### src/rtl/sha256_pkg.sv
// Shared SHA-256 constants, schedule FSM state type and the small/big sigma helpers.
package sha256_pkg;

   localparam int unsigned WORD_W     = 32;
   localparam int unsigned ROUNDS     = 64;
   localparam int unsigned LOAD_WORDS = 16;
   localparam int unsigned IDX_W      = $clog2(ROUNDS);
   localparam int unsigned CNT_W      = $clog2(LOAD_WORDS);

   typedef enum logic [1:0] {
      IDLE,
      LOAD,
      EMIT
   } sched_state_e;

   function automatic logic [WORD_W-1:0] sigma0(input logic [WORD_W-1:0] x);
      return {x[6:0], x[31:7]} ^ {x[17:0], x[31:18]} ^ (x >> 3);
   endfunction

   function automatic logic [WORD_W-1:0] sigma1(input logic [WORD_W-1:0] x);
      return {x[16:0], x[31:17]} ^ {x[18:0], x[31:19]} ^ (x >> 10);
   endfunction

   // Round-stage compression helpers, kept alongside the schedule ones.
   function automatic logic [WORD_W-1:0] big_sigma0(input logic [WORD_W-1:0] x);
      return {x[1:0], x[31:2]} ^ {x[12:0], x[31:13]} ^ {x[21:0], x[31:22]};
   endfunction

   function automatic logic [WORD_W-1:0] big_sigma1(input logic [WORD_W-1:0] x);
      return {x[5:0], x[31:6]} ^ {x[10:0], x[31:11]} ^ {x[24:0], x[31:25]};
   endfunction

endpackage

### src/rtl/sha256_sched_sigma.sv
// Combinational schedule expansion: W[t+16] from the W[t], W[t+1], W[t+9], W[t+14] taps.
module sha256_sched_sigma
   import sha256_pkg::*;
(
   input  logic [WORD_W-1:0] i_w0,
   input  logic [WORD_W-1:0] i_w1,
   input  logic [WORD_W-1:0] i_w9,
   input  logic [WORD_W-1:0] i_w14,
   output logic [WORD_W-1:0] o_new
);

   assign o_new = sigma1(i_w14) + i_w9 + sigma0(i_w1) + i_w0;

endmodule

### src/rtl/sha256_msg_schedule.sv
// SHA-256 message schedule: loads 16 words, streams W[0..63] over valid/ready.
// Optional synchronous cancel input enabled by `define SCHED_ABORT_EN.
module sha256_msg_schedule
   import sha256_pkg::*;
(
   input  logic              clock,
   input  logic              ctrl_reset,
`ifdef SCHED_ABORT_EN
   input  logic              abort,
`endif
   input  logic              in_valid,
   output logic              in_ready,
   input  logic [WORD_W-1:0] in_data,
   output logic              out_valid,
   input  logic              out_ready,
   output logic [WORD_W-1:0] out_data,
   output logic [IDX_W-1:0]  out_index,
   output logic              busy,
   output logic              done
);

   sched_state_e      r_state;
   sched_state_e      w_state_nxt;
   logic [WORD_W-1:0] r_window [LOAD_WORDS];
   logic [CNT_W-1:0]  r_load_cnt;
   logic [IDX_W-1:0]  r_t;
   logic              r_done;
   logic              w_abort;
   logic              w_in_xfer;
   logic              w_out_xfer;
   logic              w_load_last;
   logic              w_emit_last;
   logic [WORD_W-1:0] w_new_word;

`ifdef SCHED_ABORT_EN
   assign w_abort = abort;
`else
   assign w_abort = 1'b0;
`endif

   // Abort wins over any handshake in the same cycle.
   assign w_in_xfer   = in_valid & in_ready & ~w_abort;
   assign w_out_xfer  = out_valid & out_ready & ~w_abort;
   assign w_load_last = (r_state == LOAD) && (r_load_cnt == CNT_W'(LOAD_WORDS - 1));
   assign w_emit_last = (r_t == IDX_W'(ROUNDS - 1));

   sha256_sched_sigma u_sigma (
      .i_w0  (r_window[0]),
      .i_w1  (r_window[1]),
      .i_w9  (r_window[9]),
      .i_w14 (r_window[14]),
      .o_new (w_new_word)
   );

   always_ff @(posedge clock or negedge ctrl_reset) begin
      if (!ctrl_reset) begin
         r_state <= IDLE;
      end else begin
         r_state <= w_state_nxt;
      end
   end

   always_comb begin
      w_state_nxt = r_state;
      if (w_abort) begin
         w_state_nxt = IDLE;
      end else begin
         unique case (r_state)
            IDLE:    if (w_in_xfer) w_state_nxt = LOAD;
            LOAD:    if (w_in_xfer && w_load_last) w_state_nxt = EMIT;
            EMIT:    if (w_out_xfer && w_emit_last) w_state_nxt = IDLE;
            default: w_state_nxt = IDLE;
         endcase
      end
   end

   always_comb begin
      in_ready  = 1'b0;
      out_valid = 1'b0;
      busy      = 1'b0;
      unique case (r_state)
         IDLE: begin
            in_ready = 1'b1;
         end
         LOAD: begin
            in_ready = 1'b1;
            busy     = 1'b1;
         end
         EMIT: begin
            out_valid = 1'b1;
            busy      = 1'b1;
         end
         default: begin
            in_ready = 1'b1;
         end
      endcase
   end

   always_ff @(posedge clock or negedge ctrl_reset) begin
      if (!ctrl_reset) begin
         for (int k = 0; k < int'(LOAD_WORDS); k++) begin
            r_window[k] <= '0;
         end
         r_load_cnt <= '0;
         r_t        <= '0;
         r_done     <= 1'b0;
      end else begin
         r_done <= 1'b0;
         if (w_abort) begin
            r_load_cnt <= '0;
            r_t        <= '0;
         end else if (w_in_xfer) begin
            for (int k = 0; k < int'(LOAD_WORDS) - 1; k++) begin
               r_window[k] <= r_window[k+1];
            end
            r_window[LOAD_WORDS-1] <= in_data;
            if (w_load_last) begin
               r_load_cnt <= '0;
               r_t        <= '0;
            end else begin
               r_load_cnt <= r_load_cnt + 1'b1;
            end
         end else if (w_out_xfer) begin
            for (int k = 0; k < int'(LOAD_WORDS) - 1; k++) begin
               r_window[k] <= r_window[k+1];
            end
            r_window[LOAD_WORDS-1] <= w_new_word;
            if (w_emit_last) begin
               r_t    <= '0;
               r_done <= 1'b1;
            end else begin
               r_t <= r_t + 1'b1;
            end
         end
      end
   end

   assign out_data  = r_window[0];
   assign out_index = r_t;
   assign done      = r_done;

endmodule

### config.mk
export PLATFORM = sky130hd
export DESIGN_NAME = sha256_msg_schedule
export DESIGN_NICKNAME = d
export VERILOG_FILES = /design/src/rtl/sha256_pkg.sv /design/src/rtl/sha256_sched_sigma.sv /design/src/rtl/sha256_msg_schedule.sv
export SDC_FILE = /design/constraint.sdc
export NUM_CORES = 1
export LEC_CHECK = 0
export ABC_AREA = 1
export CAP_MARGIN = 20
export CELL_PAD_IN_SITES_DETAIL_PLACEMENT = 0
export CELL_PAD_IN_SITES_GLOBAL_PLACEMENT = 1
export CORE_MARGIN = 5
export CORE_UTILIZATION = 40
export CTS_CLUSTER_DIAMETER = 120
export DETAILED_ROUTE_END_ITERATION = 10
export PLACE_DENSITY = 0.68
export SYNTH_ARGS = -nofsm -noshare
export SYNTH_HDL_FRONTEND = slang
export SYNTH_HIERARCHICAL = 1
export SYNTH_SLANG_ARGS = --single-unit
### constraint.sdc
create_clock -name clock -period 4.4 [get_ports clock]
set_input_delay 0.66 -clock clock [delete_from_list [all_inputs] [get_ports clock]]
set_output_delay 0.66 -clock clock [all_outputs]
set_load 0.02 [all_outputs]
==> parameters.txt, run 1 <==
Parameter                              Value

Layout
  Final core utilization ... 45.90%
  Area Growth Syn to Fin ... 13.19%
  Layout cell share with drive strength beyond 1 ... between 4 and 5%
  Final cell area excluding filler cells ... 28430 um^2
  Nets ... 3018
  Antenna Diode Count ... 0

Route
  Post-detailed-route DRC marker count ... 0
  Routed wire length per instance ... 19.26 um
  Initial DRC Count ... 1352
  Length of the first detailed-routing pass in iterations ... 7
  DRT antenna net count ... 0
  Count of vias placed by the detailed router ... 18250
  Wire length reported by the detailed router ... 72450 um
  Via density per instance ... approximately 4.9

Synthesis
  Library cell with the highest instance count after synthesis ... sky130_fd_sc_hd__nand2_1
  Main area contributors after synthesis ... sky130_fd_sc_hd__dfrtp_1 (52%), sky130_fd_sc_hd__nand2_1 (9.0%), sky130_fd_sc_hd__inv_1 (6.7%)
  Portion of synthesized cell area occupied by the leading cell type ... 52.31%
  Share of cell area taken by muxes after synthesis ... 0%
  Register area share after synthesis ... 52.31%
  Share of synthesized cell area in full adder, half adder and majority cells ... around 6.8%
  Post-Syn Area per Cell ... 8.748 um^2
  Number of enable-type register cells in the synthesized netlist ... 0
  Post-synthesis share of cell area spent on and, or, nand and nor gates ... 15.49%
  Synthesized cell area ... about 25000 um^2
  Flops & latches, synth ... 525
  Main combinational cell family by area after synthesis ... simple AND/OR/NAND/NOR gates
  Post-synthesis cell count ... approximately 2900
  Count of yosys warnings during synthesis ... 6
  Compound-Gate Fraction of Synth Area ... 10.42%
  Cell taking the most area after synthesis ... sky130_fd_sc_hd__dfrtp_1
  Number of nets produced by synthesis ... 3006
  Share of flip-flops with an asynchronous set or reset ... 100.0%
  Most instantiated flip-flop cell in the synthesis netlist ... sky130_fd_sc_hd__dfrtp_1
  Xor/xnor share of the synthesized area ... 4.743%
  Number of distinct standard cells referenced by the synthesized netlist ... 27
  Commonest cells in the synthesized netlist ... sky130_fd_sc_hd__nand2_1 (602), sky130_fd_sc_hd__dfrtp_1 (525), sky130_fd_sc_hd__inv_1 (449)

Hold path
  Classification of the worst-slack hold path ... in2async

Placed design
  Placer's final routability congestion estimate ... 0.9587
  Worst slack at placement ... 0.3174 ns
  Count of buffers inserted at the top-level ports ... 77
  Dpl hpwl ... 53840 um
  Cell area after placement ... between 20000 and 30000 um^2

STA
  RSZ-0062 raised after global routing ... false
  Final critical delay including setup and external delays ... just over 4 ns
  Slew at the pin closest to its max-slew limit ... 0.9021 ns
  Relative slew slack ... about two fifths
  Worst clock skew on the final layout ... 0.03368 ns
  Slew Viols, Final ... 0
  Final hold vios ... 0
  Share of the clock period used by the worst path ... 92.81%
  F_max ... 244.9 MHz
  Setup TNS Final ... 0 ns
  Setup violations, final ... 0
  Final critical-path setup slack ... 0.3164 ns

Run status
  Outcome ... completed

Clock network
  TritonCTS clock tree ... built
  Hold buffer count at cts ... 0
  Number of buffers created by CTS ... 58
  Maximum clock path buffer count ... 3
  CTS H-tree lvls ... 2
  Worst-skew pair later-pin latency ... 0.63 ns
  PostCTS Resize Cnt ... 0
  Clock sink count ... approximately 530
  Clock root cell ... sky130_fd_sc_hd__clkbuf_16
  Total setup buffers inserted after CTS ... 0
  Register clock-pin slew on the reported worst setup and hold paths ... 0.06 ns

Critical path
  Largest fanout on the critical path ... 4
  Setup crit start ... r_window[479]
  Cells traversed along the worst timing path ... xnor2_1 -> xor2_1 -> inv_1 -> fa_1 -> inv_1 -> fa_1 -> inv_1 -> ha_1 -> nand2_1 -> inv_1 -> nand2_1 -> inv_1 -> a21oi_1 -> nand2_2 -> nand2_1 -> nand3_1 -> nand2_1 -> nand2_1 -> a31oi_1
  Worst flop-to-flop path endpoint ... r_window[22]
  Arrival time reported for the critical path endpoint ... between 4 and 5 ns
  Reg-to-reg slack, setup ... 0.32 ns
  Critical path launch point type ... register
  Required time reported for the critical path endpoint ... 4.94 ns
  Crit path capture type ... register
  Critical path buffer and inverter count ... 5
  Category of the most critical setup path ... reg2reg
  Source of the worst register-to-register timing path ... r_window[479]
  Cell family with most CP delay ... adder cells
  Number of cell instances on the worst register-to-register path ... 19
  Master of the slowest instance on the critical path ... sky130_fd_sc_hd__fa_1
  CP peak stage delay ... 0.55 ns

Floorplanning
  Row cnt ... 91
  Width of the die ... 260.6 um
  Core area ... 61940 um^2
  Io pins ... 78
  Total die area ... approximately 68000 um^2
  Effective utilization at floorplan ... 40.55%
  Overall die height ... 260.6 um

GRT
  Global-route total usage across every layer ... ~21%
  Maximum number of pins on one net before global-route repair ... 115
  Wire length of the first global-routing pass ... 110400 um
  Number of antenna violations at the first check in global routing ... 0
  Via count of the first global-routing pass ... roughly 18000
  Sum of overflow across all layers after global routing ... 0

Run
  Number of violations of the max-capacitance limit ... 0
## registers in the layout, indices dropped and copies added (netlist names)
signal / cells
r_window: 480
out_data: 32
out_index: 6
r_load_cnt: 4
r_state: 2
done: 1
## logic make-up after synthesis
family / after synthesis
flip-flops: 525
AO/OA/AOI/OAI: 511
AND/OR/NAND/NOR: 993
buffers and inverters: 607
XOR/XNOR: 136
adder cells (fa/ha/maj): 99
## final cells by class
type	count	area (um^2)
Sequential cell	525	13140
Tap cell	837	1047
Clock inverter	8	117.6
Timing Repair Buffer	109	1216
Inverter	450	1689
Clock buffer	94	1809
Fill cell	6085	33510
Multi-Input combinational cell	1739	9410
## layer usage
metal / vias up / track usage, % / part of all wire, %
li1: 8827 / - / -
met1: 8955 / 31.67 / 48
met2: 366 / 32.11 / 44
met3: 98 / 4.305 / 5.8
met4: 0 / 6.472 / 3.0
met5: - / 0 / 0
## worst register-to-register path: stages (launching register included)
cell and delay [ns]:
sky130_fd_sc_hd__dfrtp_1 0.51, sky130_fd_sc_hd__xnor2_1 0.25, sky130_fd_sc_hd__xor2_1 0.28, sky130_fd_sc_hd__inv_1 0.11, sky130_fd_sc_hd__fa_1 0.55, sky130_fd_sc_hd__inv_1 0.06
sky130_fd_sc_hd__fa_1 0.53, sky130_fd_sc_hd__inv_1 0.08, sky130_fd_sc_hd__ha_1 0.37, sky130_fd_sc_hd__nand2_1 0.09, sky130_fd_sc_hd__inv_1 0.09, sky130_fd_sc_hd__nand2_1 0.12
sky130_fd_sc_hd__inv_1 0.06, sky130_fd_sc_hd__a21oi_1 0.17, sky130_fd_sc_hd__nand2_2 0.12, sky130_fd_sc_hd__nand2_1 0.13, sky130_fd_sc_hd__nand3_1 0.09, sky130_fd_sc_hd__nand2_1 0.08
sky130_fd_sc_hd__nand2_1 0.11, sky130_fd_sc_hd__a31oi_1 0.23
## cells in the final DEF (no fill, tap or decap), types with 4 or more instances in the layout
cell type,count
sky130_fd_sc_hd__nand2_2,9
sky130_fd_sc_hd__nand4_1,6
sky130_fd_sc_hd__a31oi_1,32
sky130_fd_sc_hd__o21ai_0,230
sky130_fd_sc_hd__a21oi_1,242
sky130_fd_sc_hd__nand3_1,62
sky130_fd_sc_hd__buf_12,16
sky130_fd_sc_hd__xor2_1,74
sky130_fd_sc_hd__xnor2_1,62
sky130_fd_sc_hd__clkbuf_1,16
sky130_fd_sc_hd__ha_1,37
sky130_fd_sc_hd__clkdlybuf4s50_1,76
sky130_fd_sc_hd__clkbuf_8,18
sky130_fd_sc_hd__dfrtp_1,525
sky130_fd_sc_hd__clkbuf_16,60
sky130_fd_sc_hd__clkinv_2,4
sky130_fd_sc_hd__buf_4,16
sky130_fd_sc_hd__o21bai_1,4
sky130_fd_sc_hd__nand2_1,601
sky130_fd_sc_hd__fa_1,62
sky130_fd_sc_hd__nor2_1,302
sky130_fd_sc_hd__inv_1,449
## worst max-delay path by stage
stage | cells past startpoint | to
after floorplan | 19 | r_window[30]
after global placement | 19 | r_window[23]
after detailed placement | 19 | r_window[23]
after CTS | 19 | r_window[23]
after global routing | 20 | r_window[23]
final | 19 | r_window[22]
## through the flow
| stage | instances | hold slack, ns |
|---|---|---|
| 6_report | 3762 | 0.05048 |
| 2_1_floorplan | 2871 | 0.3644 |
| 5_1_grt | 3762 | 0.1000 |
| 4_1_cts | 3762 | 0.07065 |
| 3_5_place_dp | 3660 | 0.4678 |
| 3_3_place_gp | 3660 | 0.4625 |
Power of run 1 is left out: the tool's default activity adds up to more than one toggle a clock period on the data nets, which glitch-free logic cannot reach.
==> run 2, diff against run 1 <==
==> constraint.sdc (replaced) <==
create_clock -name clock -period 4.4 [get_ports clock]
set_input_delay 0.88 -clock clock [delete_from_list [all_inputs] [get_ports clock]]
set_output_delay 0.88 -clock clock [all_outputs]
set_load 0.02 [all_outputs]
==> run 2 against run 1 <==
Worst hold slack improved by 0.22 ns. Via count about the same. Clock skew increased by 0.010 ns. Critical path type unchanged. Critical endpoint is now r_window[24].
==> parameters.txt, run 2 (synthesis results as in run 1) <==
Parameter                              Value

Layout
  Most frequent cells in the layout ... sky130_fd_sc_hd__nand2_1 (601), sky130_fd_sc_hd__dfrtp_1 (525), sky130_fd_sc_hd__inv_1 (449), sky130_fd_sc_hd__nor2_1 (302), sky130_fd_sc_hd__a21oi_1 (242)
  Count of filler cells inserted in the layout ... between 6000 and 7000
  Nets ... 3011
  Final core utilization ... 45.60%
  Layout cell share with drive strength beyond 1 ... 4.723%
  Area Growth Syn to Fin ... 12.45%
  Most common library cell in the layout ignoring fill and taps ... sky130_fd_sc_hd__nand2_1
  Register ranked first by flip-flop count ... r_window
  Max FFs per register ... 480

Route
  Count of vias placed by the detailed router ... 18260
  Met3 WL post-DR ... 4475 um
  Routed wire length per instance ... 19.46 um
  Post-detailed-route DRC marker count ... 0
  Via density per instance ... 4.857
  Sum of met2 wire segment lengths after detailed routing ... 32280 um
  DRT antenna net count ... 0
  Wire length reported by the detailed router ... 73170 um
  Highest routed layer ... met4
  Length of the first detailed-routing pass in iterations ... 5
  Initial DRC Count ... 1397
  Met1 wire length ... between 30000 and 40000 um

Critical path
  Cells traversed along the worst timing path ... xnor2_1 -> xor2_1 -> inv_1 -> fa_1 -> inv_1 -> fa_1 -> inv_1 -> ha_1 -> nand2_1 -> inv_1 -> nand2_2 -> o21bai_1 -> nand2_1 -> nand3_1 -> nand2_1 -> nand2_1 -> nand2_1 -> a31oi_1
  Critical path launch point type ... register
  Source of the worst register-to-register timing path ... r_window[479]
  Worst flop-to-flop path endpoint ... r_window[24]
  Category of the most critical setup path ... reg2reg
  Reg-to-reg slack, setup ... roughly 0.17 ns
  Largest fanout on the critical path ... 4
  Setup crit start ... r_window[479]
  Required time reported for the critical path endpoint ... 4.96 ns
  Cell mode on critical path ... sky130_fd_sc_hd__nand2_1
  Master of the slowest instance on the critical path ... sky130_fd_sc_hd__fa_1
  Critical path capture point ... r_window[24]
  Number of cell instances on the worst register-to-register path ... 18
  CP peak stage delay ... 0.53 ns
  Arrival time reported for the critical path endpoint ... 4.79 ns
  Crit path capture type ... register

Clock network
  TritonCTS clock tree ... built
  PostCTS Resize Cnt ... 0
  Number of buffers created by CTS ... 57
  Maximum clock path buffer count ... 3
  Register clock-pin slew on the reported worst setup and hold paths ... 0.06 ns
  Hold buffer count at cts ... 0
  CTS H-tree lvls ... 2
  Total setup buffers inserted after CTS ... 0
  Clock root cell ... sky130_fd_sc_hd__clkbuf_16
  Worst-skew pair later-pin latency ... 0.64 ns
  Clock sink count ... 525

GRT
  Sum of overflow across all layers after global routing ... 0
  Maximum number of pins on one net before global-route repair ... 292
  Number of antenna violations at the first check in global routing ... 0
  Global-route total usage across every layer ... 21.63%
  Via count of the first global-routing pass ... 18080
  Wire length of the first global-routing pass ... 111000 um

Floorplanning
  Total die area ... 67900 um^2
  Row cnt ... slightly above 90
  Io pins ... 78
  Width of the die ... 260.6 um
  Effective utilization at floorplan ... 40.55%
  Core area ... 61940 um^2
  Overall die height ... between 200 and 300 um

STA
  Setup TNS Final ... 0 ns
  Setup violations, final ... 0
  Slew Viols, Final ... 0
  Final critical delay including setup and external delays ... between 4 and 5 ns
  Final hold vios ... 0
  RSZ-0062 raised after global routing ... false
  Final critical-path setup slack ... between 0.15 and 0.2 ns
  Slew at the pin closest to its max-slew limit ... roughly 1.1 ns
  Share of the clock period used by the worst path ... between 90% and 100%
  Post-Route Hold Slack ... 0.2721 ns
  Worst clock skew on the final layout ... between 0.04 and 0.05 ns
  Relative slew slack ... 23.90%
  F_max ... between 200 and 250 MHz

Hold path
  Classification of the worst-slack hold path ... in2async

Placed design
  Count of buffers inserted at the top-level ports ... 77
  Worst slack at placement ... 0.1858 ns
  Dpl hpwl ... 53360 um
  Placer's final routability congestion estimate ... 0.9215

Run status
  Outcome ... completed

Run
  Number of violations of the max-capacitance limit ... 0
[run 2: cell count changes in the layout (fill, tap and decap cells not counted), sizes merged]
| cell | change |
|---|---|
| diode | +1 |
| inv | +3 |
| clkbuf | -11 |
| buf | -6 |
| clkinv | +9 |
| bufinv | +1 |
| clkinvlp | +1 |
[run 2: layout make-up]
type                       count  area, um^2  share of cell area (%)
timing repair buffer         103        1071                   3.792
inverter                     450        1689                   5.981
sequential                   525       13140                   46.52
antenna                        1       2.502                0.008861
clock inverter                22       239.0                  0.8462
multi-input combinational   1739        9410                   33.32
clock buffer                  83        1645                   5.826
tap                          837        1047                   3.708
[run 2: worst max-delay path, delay by kind of cell (launching register included)]
kind	cells	cell delay (ns)
buffers and inverters	4	0.30
flip-flops	1	0.51
XOR/XNOR	2	0.64
AO/OA/AOI/OAI	2	0.48
AND/OR/NAND/NOR	7	0.75
adder cells (fa/ha/maj)	3	1.49
[run 2: how the worst min path moves through the flow]
stage | slack, ns | to | cells past startpoint
after floorplan | 0.45 | r_window[62] | 2
after global placement | 0.46 | r_window[293] | 2
after detailed placement | 0.47 | r_window[306] | 2
after CTS | 0.28 | r_window[144] | 1
after global routing | 0.30 | r_window[144] | 1
final | 0.27 | r_window[144] | 1
[run 2: through the flow]
step                      instances  area, um^2
after global routing           3759       28240
after floorplan                2871       25120
after CTS                      3759       28240
final                          3760       28240
after detailed placement       3654       26360
after global placement         3654       26360
[run 2: layer usage]
metal | vias to the layer above | GRT usage, %
met5 | - | 0
met4 | 0 | 5.107
met3 | 98 | 4.673
met2 | 409 | 33.02
met1 | 8973 | 31.80
li1 | 8784 | -
Power of run 2 is left out for the same reason.
==> run 3, diff against run 2 <==
- PLACE_DENSITY: 0.68 -> 0.69
- SYNTH_HIERARCHICAL: 1 -> not set
==> run 3 against run 2 <==
Design area increased by 1.5%. Worst hold slack got worse by 0.0069 ns. Final cell count increased by 5.2%. Routed wire length decreased by 3.9%. Critical path depth increased by 2. Utilization decreased by 0.22 points. Via count increased by 1.9%. Largest cell class unchanged.
==> parameters.txt, run 3 <==
Parameter                              Value

Layout
  Layout cell share with drive strength beyond 1 ... 4.566%
  Most frequent cells in the layout ... sky130_fd_sc_hd__nand2_1 (1383), sky130_fd_sc_hd__dfrtp_1 (525), sky130_fd_sc_hd__inv_1 (380), sky130_fd_sc_hd__o21ai_0 (175), sky130_fd_sc_hd__clkdlybuf4s50_1 (76)
  Most common library cell in the layout ignoring fill and taps ... sky130_fd_sc_hd__nand2_1
  Nets ... 3197
  Register ranked first by flip-flop count ... r_window
  Area Growth Syn to Fin ... 12.32%
  Max FFs per register ... 480
  Antenna Diode Count ... 0
  Count of filler cells inserted in the layout ... 6261

Critical path
  Required time reported for the critical path endpoint ... 4.96 ns
  Worst flop-to-flop path endpoint ... r_window[17]
  Arrival time reported for the critical path endpoint ... 4.63 ns
  Critical path buffer and inverter count ... 5
  Cell family with most CP delay ... adder cells
  Master of the slowest instance on the critical path ... sky130_fd_sc_hd__fa_1
  Crit path capture type ... register
  Category of the most critical setup path ... reg2reg
  Source of the worst register-to-register timing path ... r_window[456]
  Number of cell instances on the worst register-to-register path ... 20
  Cells traversed along the worst timing path ... xnor2_1 -> xor2_1 -> inv_1 -> fa_1 -> inv_1 -> fa_1 -> inv_1 -> ha_1 -> inv_1 -> fa_1 -> inv_1 -> nand3_1 -> nand3_1 -> nand2_1 -> nand2_1 -> nand2_1 -> nand2_1 -> xor2_1 -> nand2_1 -> nand2_1
  CP peak stage delay ... 0.48 ns
  Crit. path cell count ... 20
  Cell mode on critical path ... sky130_fd_sc_hd__nand2_1
  Largest fanout on the critical path ... 5
  Critical path launch point type ... register
  Reg-to-reg slack, setup ... 0.33 ns

Clock network
  Maximum clock path buffer count ... 3
  PostCTS Resize Cnt ... 0
  Total setup buffers inserted after CTS ... 0
  Number of buffers created by CTS ... 59
  CTS H-tree lvls ... 2
  Hold buffer count at cts ... 0
  Worst-skew pair later-pin latency ... 0.63 ns
  Clock root cell ... sky130_fd_sc_hd__clkbuf_16
  Register clock-pin slew on the reported worst setup and hold paths ... 0.06 ns
  TritonCTS clock tree ... built
  Clock sink count ... 525

STA
  Final critical delay including setup and external delays ... roughly 4.1 ns
  Slew Viols, Final ... 0
  Setup violations, final ... 0
  Final hold vios ... 0
  Worst clock skew on the final layout ... ~0.027 ns
  F_max ... 245.9 MHz
  Relative slew slack ... 47.81%
  RSZ-0062 raised after global routing ... false
  Slew at the pin closest to its max-slew limit ... 0.7829 ns
  Share of the clock period used by the worst path ... 92.43%
  Setup TNS Final ... 0 ns

Synthesis
  Portion of synthesized cell area occupied by the leading cell type ... 51.46%
  Count of yosys warnings during synthesis ... 0
  Number of enable-type register cells in the synthesized netlist ... 0
  Post-Syn Area per Cell ... 8.324 um^2
  Number of distinct standard cells referenced by the synthesized netlist ... 32
  Cell taking the most area after synthesis ... sky130_fd_sc_hd__dfrtp_1
  Number of nets produced by synthesis ... 3202
  Most instantiated flip-flop cell in the synthesis netlist ... sky130_fd_sc_hd__dfrtp_1
  Library cell with the highest instance count after synthesis ... sky130_fd_sc_hd__nand2_1
  Synthesized cell area ... roughly 26000 um^2
  Share of flip-flops with an asynchronous set or reset ... 100.0%
  Register area share after synthesis ... roughly 51%
  Commonest cells in the synthesized netlist ... sky130_fd_sc_hd__nand2_1 (1383), sky130_fd_sc_hd__dfrtp_1 (525), sky130_fd_sc_hd__inv_1 (380)
  Main area contributors after synthesis ... sky130_fd_sc_hd__dfrtp_1 (51%), sky130_fd_sc_hd__nand2_1 (20%), sky130_fd_sc_hd__inv_1 (5.6%)
  Post-synthesis cell count ... 3067
  Flops & latches, synth ... around 530

Route
  Via density per instance ... ~4.7
  Post-detailed-route DRC marker count ... 0
  Routed wire length per instance ... between 15 and 20 um
  Count of vias placed by the detailed router ... 18610
  Initial DRC Count ... 1386
  DRT antenna net count ... 0
  Length of the first detailed-routing pass in iterations ... 7
  Wire length reported by the detailed router ... 70310 um

Floorplanning
  Io pins ... 78
  Effective utilization at floorplan ... 40.40%
  Overall die height ... about 260 um
  Row cnt ... 92
  Core area ... 63200 um^2
  Total die area ... 68980 um^2
  Width of the die ... 262.6 um

Run
  Number of violations of the max-capacitance limit ... 0

GRT
  Maximum number of pins on one net before global-route repair ... 160
  Sum of overflow across all layers after global routing ... 0
  Via count of the first global-routing pass ... 18670
  Number of antenna violations at the first check in global routing ... 0
  Global-route total usage across every layer ... 20.34%
  Wire length of the first global-routing pass ... 111200 um

Hold path
  Classification of the worst-slack hold path ... in2async

Placed design
  Dpl hpwl ... 50610 um
  Placer's final routability congestion estimate ... 0.8985
  Count of buffers inserted at the top-level ports ... 77

Run status
  Outcome ... completed
## run 3: cell count changes in the layout (fill, tap and decap cells not counted), moves of 6 or more
cell | previous run | this run
sky130_fd_sc_hd__o21ai_0 | 230 | 175
sky130_fd_sc_hd__nand3_1 | 62 | 48
sky130_fd_sc_hd__a21oi_1 | 242 | 26
sky130_fd_sc_hd__a31oi_1 | 32 | 0
sky130_fd_sc_hd__nand2_1 | 601 | 1383
sky130_fd_sc_hd__nand2_2 | 9 | 2
sky130_fd_sc_hd__clkbuf_1 | 15 | 9
sky130_fd_sc_hd__o211ai_1 | 0 | 6
sky130_fd_sc_hd__clkinv_2 | 9 | 15
sky130_fd_sc_hd__o21ai_1 | 0 | 29
sky130_fd_sc_hd__nor2_1 | 302 | 56
sky130_fd_sc_hd__inv_1 | 449 | 380
## run 3: kinds of logic (layout without fill, tap and decap cells)
group | Yosys count | in the layout | share of synthesized area (%)
buffers and inverters | 561 | 604 | 9.831
adder cells (fa/ha/maj) | 99 | 99 | 6.675
XOR/XNOR | 128 | 128 | 4.391
AO/OA/AOI/OAI | 250 | 250 | 5.126
flip-flops | 525 | 525 | 51.46
AND/OR/NAND/NOR | 1504 | 1504 | 22.52
## run 3: layer usage
layer / track usage, % / share of wire, % / vias up
li1: - / - / 9128
met1: 30.76 / 49 / 9087
met2: 31.75 / 45 / 319
met3: 2.715 / 3.7 / 78
met4: 3.957 / 1.7 / 0
met5: 0 / 0 / -
## run 3: worst max path at each step
| stage | startpoint | endpoint | slack (ns) |
|---|---|---|---|
| 5_1_grt | r_window[467] | r_window[17] | 0.03 |
| 6_report | r_window[456] | r_window[17] | 0.33 |
| 2_1_floorplan | r_window[456] | r_window[17] | 1.03 |
| 3_5_place_dp | r_window[52] | r_window[21] | 0.33 |
| 3_3_place_gp | r_window[52] | r_window[17] | 0.32 |
| 4_1_cts | r_window[456] | r_window[21] | 0.30 |
## run 3: through the flow
step	cells	hold WS [ns]	cell area [um^2]	setup slack (ns)	util (%)
3_5_place_dp	3847	0.4520	26710	0.3274	42.26
3_3_place_gp	3847	0.4507	26710	0.3213	42.26
6_report	3956	0.2651	28680	0.3331	45.38
2_1_floorplan	3067	0.4422	25530	1.026	-
4_1_cts	3956	0.2789	28680	0.3010	45.38
5_1_grt	3956	0.3081	28680	0.02952	45.38
## run 3: worst reg2reg max path, stage by stage (launching register included)
cell and delay [ns]:
sky130_fd_sc_hd__dfrtp_1 0.46, sky130_fd_sc_hd__xnor2_1 0.27, sky130_fd_sc_hd__xor2_1 0.21, sky130_fd_sc_hd__inv_1 0.07, sky130_fd_sc_hd__fa_1 0.48, sky130_fd_sc_hd__inv_1 0.05
sky130_fd_sc_hd__fa_1 0.47, sky130_fd_sc_hd__inv_1 0.07, sky130_fd_sc_hd__ha_1 0.28, sky130_fd_sc_hd__inv_1 0.09, sky130_fd_sc_hd__fa_1 0.44, sky130_fd_sc_hd__inv_1 0.13
sky130_fd_sc_hd__nand3_1 0.07, sky130_fd_sc_hd__nand3_1 0.17, sky130_fd_sc_hd__nand2_1 0.08, sky130_fd_sc_hd__nand2_1 0.15, sky130_fd_sc_hd__nand2_1 0.08, sky130_fd_sc_hd__nand2_1 0.09
sky130_fd_sc_hd__xor2_1 0.20, sky130_fd_sc_hd__nand2_1 0.08, sky130_fd_sc_hd__nand2_1 0.07
## run 3: final cells by class
type                    count  area (um^2)  share of cell area [%]
repair buffers            111         1169                   4.075
clock inverters            27        266.5                  0.9294
flip-flops and latches    525        13140                   45.82
well taps                 846         1059                   3.691
clock buffers              82         1703                   5.939
inverters                 384         1458                   5.083
multi-input cells        1981         9883                   34.47
Power of run 3 is left out for the same reason.
